$ cat src/rtl/pulse_generator_pkg.sv
// Shared types and defaults for the pulse generator.
// State encoding plus default burst parameters.
package pulse_generator_pkg;

    typedef enum logic [1:0] {
        IDLE,
        HIGH,
        LOW,
        DONE
    } pg_state_e;

    localparam int DEF_N_PULSES  = 10;
    localparam int DEF_PULSE_DUR = 2;

endpackage

$ cat src/rtl/pg_phase_counter.sv
// Loadable down-counter timing one HIGH or LOW phase.
// tc is high while the count sits at zero; it never wraps.
module pg_phase_counter #(
    parameter int W = 2
) (
    input  logic         clk,
    input  logic         rst_n,
    input  logic         load,
    input  logic [W-1:0] load_val,
    output logic         tc
);

    logic [W-1:0] cnt;

    // Load on phase entry, otherwise count down and stop at zero
    always_ff @(posedge clk or negedge rst_n) begin
        if (!rst_n) begin
            cnt <= '0;
        end else if (load) begin
            cnt <= load_val;
        end else if (cnt != '0) begin
            cnt <= cnt - W'(1);
        end
    end

    assign tc = (cnt == '0);

endmodule

$ cat src/rtl/pulse_generator.sv
// Burst pulse generator: N_PULSES pulses of PULSE_DUR high / PULSE_DUR low.
// Optional PULSE_GENERATOR_RETRIGGER_EN: enab rise in DONE restarts a burst.
module pulse_generator
    import pulse_generator_pkg::*;
#(
    parameter int N_PULSES  = DEF_N_PULSES,
    parameter int PULSE_DUR = DEF_PULSE_DUR
) (
    input  logic                          clk,
    input  logic                          rst_n,
    input  logic                          enab,
    output logic                          pulse,
    output logic                          busy,
    output logic                          done,
    output logic [$clog2(N_PULSES+1)-1:0] pulse_cnt
);

    localparam int CW = $clog2(N_PULSES + 1);
    localparam int DW = $clog2(PULSE_DUR + 1);

    localparam logic [CW-1:0] N_LIM  = CW'(N_PULSES);
    localparam logic [DW-1:0] DUR_LD = DW'(PULSE_DUR - 1);

    if (N_PULSES < 1 || PULSE_DUR < 1) begin : g_bad_param
        $error("pulse_generator: N_PULSES and PULSE_DUR must be >= 1");
    end

    pg_state_e     state_q;
    pg_state_e     state_d;
    logic          enab_q;
    logic          rise;
    logic          load;
    logic          tc;
    logic [CW-1:0] cnt_d;

    // Edge register resets to 1 so a level held through reset is ignored
    assign rise = enab & ~enab_q;

    pg_phase_counter #(
        .W (DW)
    ) u_phase (
        .clk      (clk),
        .rst_n    (rst_n),
        .load     (load),
        .load_val (DUR_LD),
        .tc       (tc)
    );

    // Next state, pulse count and phase reload
    always_comb begin
        state_d = state_q;
        cnt_d   = pulse_cnt;
        load    = 1'b0;
        unique case (state_q)
            IDLE: begin
                if (rise) begin
                    state_d = HIGH;
                    cnt_d   = CW'(1);
                    load    = 1'b1;
                end
            end
            HIGH: begin
                if (!enab) begin
                    state_d = IDLE;
                end else if (tc) begin
                    if (pulse_cnt < N_LIM) begin
                        state_d = LOW;
                        load    = 1'b1;
                    end else begin
                        state_d = DONE;
                    end
                end
            end
            LOW: begin
                if (!enab) begin
                    state_d = IDLE;
                end else if (tc) begin
                    state_d = HIGH;
                    cnt_d   = pulse_cnt + CW'(1);
                    load    = 1'b1;
                end
            end
            DONE: begin
                if (!enab) begin
                    state_d = IDLE;
                end
`ifdef PULSE_GENERATOR_RETRIGGER_EN
                else if (rise) begin
                    state_d = HIGH;
                    cnt_d   = CW'(1);
                    load    = 1'b1;
                end
`endif
            end
            default: begin
                state_d = IDLE;
            end
        endcase
    end

    // State and registered outputs decoded from the next state
    always_ff @(posedge clk or negedge rst_n) begin
        if (!rst_n) begin
            state_q   <= IDLE;
            enab_q    <= 1'b1;
            pulse     <= 1'b0;
            busy      <= 1'b0;
            done      <= 1'b0;
            pulse_cnt <= '0;
        end else begin
            state_q   <= state_d;
            enab_q    <= enab;
            pulse     <= (state_d == HIGH);
            busy      <= (state_d == HIGH) || (state_d == LOW);
            done      <= (state_d == DONE);
            pulse_cnt <= cnt_d;
        end
    end

endmodule

$ cat config.mk
export PLATFORM = sky130hd
export DESIGN_NAME = pulse_generator
export DESIGN_NICKNAME = d
export VERILOG_FILES = /design/src/rtl/pulse_generator_pkg.sv /design/src/rtl/pg_phase_counter.sv /design/src/rtl/pulse_generator.sv
export SDC_FILE = /design/constraint.sdc
export NUM_CORES = 1
export LEC_CHECK = 0
export ABC_CLOCK_PERIOD_IN_PS = 2000
export BUFFER_PORTS_ARGS = -buffer_cell sky130_fd_sc_hd__buf_2
export CAP_MARGIN = 40
export CORE_MARGIN = 2
export CORE_UTILIZATION = 50
export CTS_CLUSTER_DIAMETER = 150
export DETAILED_ROUTE_END_ITERATION = 8
export PLACE_DENSITY = 0.77
export SYNTH_ARGS = -nofsm -noshare
export SYNTH_HDL_FRONTEND = slang
export SYNTH_HIERARCHICAL = 1
export SYNTH_SLANG_ARGS = --single-unit
$ cat constraint.sdc
create_clock -name clk -period 2 [get_ports clk]
set_input_delay 0.3 -clock clk [delete_from_list [all_inputs] [get_ports clk]]
set_output_delay 0.3 -clock clk [all_outputs]
set_load 0.03 [all_outputs]
# [Yosys cells after proc, flatten, opt, wreduce, memory -nomap -nowiden]
# Index checks and enable logic that the tools add are counted.
[totals] out_inout_bits=7 wordCells=49 register_bits=12
[op_classes] add_sub_neg=2 n_reduce_logical=7 eq_ne=9 n_bitwise=2 order_cmp=1 n_mux=21
[op_table] operator="$mux W2" n=8
[op_table] operator="$mux W4" n=3
[op_table] operator="$eq A2 B2 Y1 const B" n=4
[op_table] operator="$pmux W2 S4" n=1
[op_table] operator="$pmux W4 S2" n=1
[op_table] operator="$mux W1" n=7
[op_table] operator="$ne A2 B2 Y1 const B" n=3
[op_table] operator="$reduce_bool A2 Y1" n=3
[op_table] operator="$add A4 B1 Y4 const B" n=1
[op_table] operator="$eq A2 B1 Y1 const B" n=2
[op_table] operator="$logic_not A2 Y1" n=2
[op_table] operator="$lt A4 B4 Y1 const B" n=1
[op_table] operator="$reduce_and A4 Y1" n=1
[op_table] operator="$pmux W1 S3" n=1
[op_table] operator="$sub A2 B1 Y2 const B" n=1
[op_table] operator="$and A1 B1 Y1" n=1
[op_table] operator="$logic_or A1 B1 Y1" n=1
[op_table] operator="$not A1 Y1" n=1

# [Logic depth before layout (Yosys ltp)]
[depth] word_depth=7 ltp_mapped=7 ltp_nobuf=6

# [Modules after synthesis]
# Netlist, hierarchy kept.
[by_module_without_submodules] module="pulse_generator" area_each_um2=655.6 seq_area_each_um2=251.5 cells_per_inst=68 n_inst=1
[by_module_without_submodules] module="pg_phase_counter" area_each_um2=113.9 seq_area_each_um2=50.0 cells_per_inst=12 n_inst=1

# [Least setup slack after synthesis]
# No wires, ideal clock.
[synth_timing] kind="register to register" from="register state_q[0]" to="register pulse_cnt[3]" path_stages_with_launch=7 arrival_ns=1.661 required_time_ns=1.923 slack_ns=0.262 synth_period_minus_slack_ns=1.738 cell_sequence="dfrtp_1 inv_1 ha_1 buf_2 a21bo_4 or4_1 a21oi_1"
[synth_between] elab_chain_len=3 elab_cells_between_ends=8 classes_between="eq/ne (4); mux (1); reduce/logical (3)"
[synth_rtl] element="start, declared" line_no="pulse_generator.sv:28" source="pg_state_e state_q;"
[synth_rtl] element="start signal, assigned" line_no="pulse_generator.sv:111" source="state_q <= state_d;"
[synth_rtl] element="$eq A2 B2 Y1 / $logic_not A2 Y1 (equally long branches)" line_no="pulse_generator.sv:54" source="unique case (state_q)"
[synth_rtl] element="$ne A2 B2 Y1 (no source line) / $reduce_bool A2 Y1 (equally long branches)"
[synth_rtl] element="$reduce_and A4 Y1 (no source line)"
[synth_rtl] element="end signal, assigned" line_no="pulse_generator.sv:116" source="pulse_cnt <= cnt_d;"
[synth_rtl] element="end, declared" line_no="pulse_generator.sv:15" source="output logic [$clog2(N_PULSES+1)-1:0] pulse_cnt"
# Several ways; a longest one is shown, not always the timed one.
# A chain may end at the register's enable or synchronous reset.

# [Final worst setup path]
# Same ends and word-level chain as after synthesis.

==> reports/qor.yml <==
grt_max_degree: 13
worstPathCellList: "inv_1 -> ha_1 -> a21bo_4 -> or4_1 -> a21oi_1"
rr_worst_depth: 5
power_density_nw_per_um2: 1110
fillers: 138
startpoint: "state_q[0]"
drt-wirelength-per-cell_um: 13.6
power_frac_comb_pct: 45.7
path_delay_family: "simple AND/OR/NAND/NOR gates"
post-synth-top-area-cell: "dfrtp_1"
die-width_um: 43.2
p_int_uw: 583
switching_share_pct: 40.0
synth_ff_type: "dfrtp_1"
hp-class: "in2reg"
dieArea_um2: 1870
p_seq_share_pct: 34.1
finalClockSkew_ns: 0.000895
leakage_nw: 0.414
crit_slowest_cell: "or4_1"
synth_edf_count: 0
worst-path-buf-inv: 1
synth_seq_cells: 12
synth_nets: 92
io_pins: 10
fin_cells: 108
critPathLaunchType: "flip-flop"
fin_nets: 105
cts_made_buffers: 3
start_util_pct: 52.3
end_kind: "flip-flop"
clkPwrFrac_pct: 20.3
synthArstFlopShare_pct: 100
grt.overflow.total: 0
synth.top_cells.by_area: "dfrtp_1 36%, ha_1 15%, inv_1 4.4%, a21oi_1 3.9%, dfstp_2 3.4%"
syn_inst: 80
required_ns: 2.21
timing.rr.start: "state_q[0]"
die_y_um: 43.2
timing.final.crit_share_pct: 93.6
status: "finished, final reports clean"
worst-path-stages: 5
clk_pin_slew_ns: 0.08
rows: 14
r2r_slack_ns: 0.13
drive_gt1_share_pct: 20.7
synth_area_per_cell_um2: 9.62
htree_levels: 1
timing.rr.end: "pulse_cnt[3]"
cts_root_buf: "clkbuf_4"
num_vias: 622
tritoncts: "done"
final_antenna_net_count: 0
clk_latency_ns: 0.27
fin_crit_ns: 1.87
ys_seq_area_share_pct: 39.2
grt_first_pass_wirelength_mm: 2.56
gp_congestion: 0.840
grt_pass1_vias: 602
clk_path_buf_depth: 2
p_total_uw: 971
syn_area_um2: 769
area_growth_pct: 13.8
place_hpwl_mm: 1.07
post-synth-top-area-fraction_pct: 35.8
antenna_found_initial: 0
fin_tns_setup_ns: 0
via_per_inst: 5.76
critPathKind: "reg2reg"
yosys_warnings: 6
diodes: 0
switchingPower_uw: 389
maxCapViolations: 0
clock_sinks: 12
fmax_mhz: 534
drtPass1Iterations: 4
setup.worst_path.end: "pulse_cnt[3]"
hold_viol: 0
drc: 0
ys_types: 33
path_max_fanout: 9
rsz0062_at_grt: "no"
cpPeakStageDelay_ns: 0.51
cts_setup_buffers: 0
finalMaxSlewViolations: 0
core_um2: 1470
routed_wirelength_mm: 1.47
drtIter0Drc: 20
port-buffer-count: 9
dp_cells: 103
ir_drop_v: 0.000584
crit_arrival_ns: 2.08
track_usage_pct: 18.5
setup_viol: 0
worst reg2reg max path, delay by kind of cell, from the launching register on:
kind,cells,cell delay [ns]
AOI/OAI and AO/OA,2,0.43
adders and majority gates,1,0.32
buffers and inverters,1,0.11
DFF,1,0.44
and+or+nand+nor,1,0.51
cells in the final DEF (no fill, tap or decap), types with 2 or more instances in the layout:
cell       count
a21oi_1        6
buf_2          9
clkbuf_4       3
conb_1         2
dfrtp_1       10
ha_1           9
inv_1          9
nand2_1        3
nand3_1        2
nor2_1         3
nor2b_1        2
o21ai_0        5
o2bb2ai_1      2
o31ai_1        2
or2b_1         2
or4_1          2
worst min-delay path by stage:
stage,from,endpoint,slack (ns),cells after the start
2_1_floorplan,rst_n,busy,0.004,0
4_1_cts,enab,enab_q,0.17,1
3_3_place_gp,rst_n,pulse,0.19,1
3_5_place_dp,rst_n,pulse,0.20,1
6_report,enab,enab_q,0.18,1
5_1_grt,enab,enab_q,0.18,1
synthesized netlist by cell type, drive strengths merged (2+ instances only):
library cell,number
nor2b,2
nor2,3
o2bb2ai,2
nand3,2
buf,2
o31ai,2
or2b,2
o21ai,5
ha,9
a21oi,6
conb,2
dfrtp,11
nand2,3
or4,2
inv,9
cell type report:
| type | instances | area, µm² | area share, % |
|---|---|---|---|
| multi-input cells | 56 | 420 | 48.0 |
| flip-flops and latches | 12 | 303 | 34.6 |
| repair buffers | 11 | 62.6 | 7.14 |
| well taps | 16 | 20.0 | 2.29 |
| clock buffers | 4 | 36.3 | 4.14 |
| inverters | 9 | 33.8 | 3.86 |
flip-flops by register name, indices dropped and copies added (netlist names):
signal	cells
pulse_cnt	4
u_phase/cnt	2
busy	1
done	1
state_q	2
enab_q	1
pulse	1
cell families (layout without fill, tap and decap cells):
group                    after synthesis  after routing  synth area share (%)
AO/OA/AOI/OAI                         25             25                  23.1
XOR/XNOR                               1              1                  1.14
adder cells (fa/ha/maj)                9              9                  14.6
buffers and inverters                 12             24                  6.18
flip-flops                            12             12                  39.2
multiplexers                           1              1                  1.30
other                                  2              2                 0.976
AND/OR/NAND/NOR                       18             18                  13.5
power groups by stage:
stage / logic [mW] / clock network (mW) / registers (mW)
detailed placement: 0.439 / 0 / 0.335
global placement: 0.429 / 0 / 0.332
CTS: 0.442 / 0.199 / 0.331
floorplan: 0.295 / 0 / 0.370
global route: 0.499 / 0.209 / 0.339
finish: 0.443 / 0.197 / 0.331
through the flow:
| stage | setup slack [ns] | util (%) | cell area (µm²) | hold slack (ns) |
|---|---|---|---|---|
| after floorplan | 0.262 | - | 769 | 0.00441 |
| after global placement | 0.186 | 56.3 | 828 | 0.191 |
| after CTS | 0.107 | 59.4 | 875 | 0.174 |
| after global routing | 0.0194 | 59.5 | 876 | 0.175 |
| final | 0.129 | 59.5 | 876 | 0.180 |
| after detailed placement | 0.130 | 56.3 | 828 | 0.196 |
repair_timing:
item	CTS	global route
hold buffers	1	0
resized for setup	0	1
endpoints found under the hold margin	11	0
setup endpoints to repair	0	1
metal layers:
metal	global-route usage (%)	vias up	routed length (µm)
li1	-	304	-
met1	22.5	294	661
met2	29.9	22	706
met3	7.23	2	87
met4	6.06	0	10
met5	0	-	0
Power figures use the tool's default switching activity.
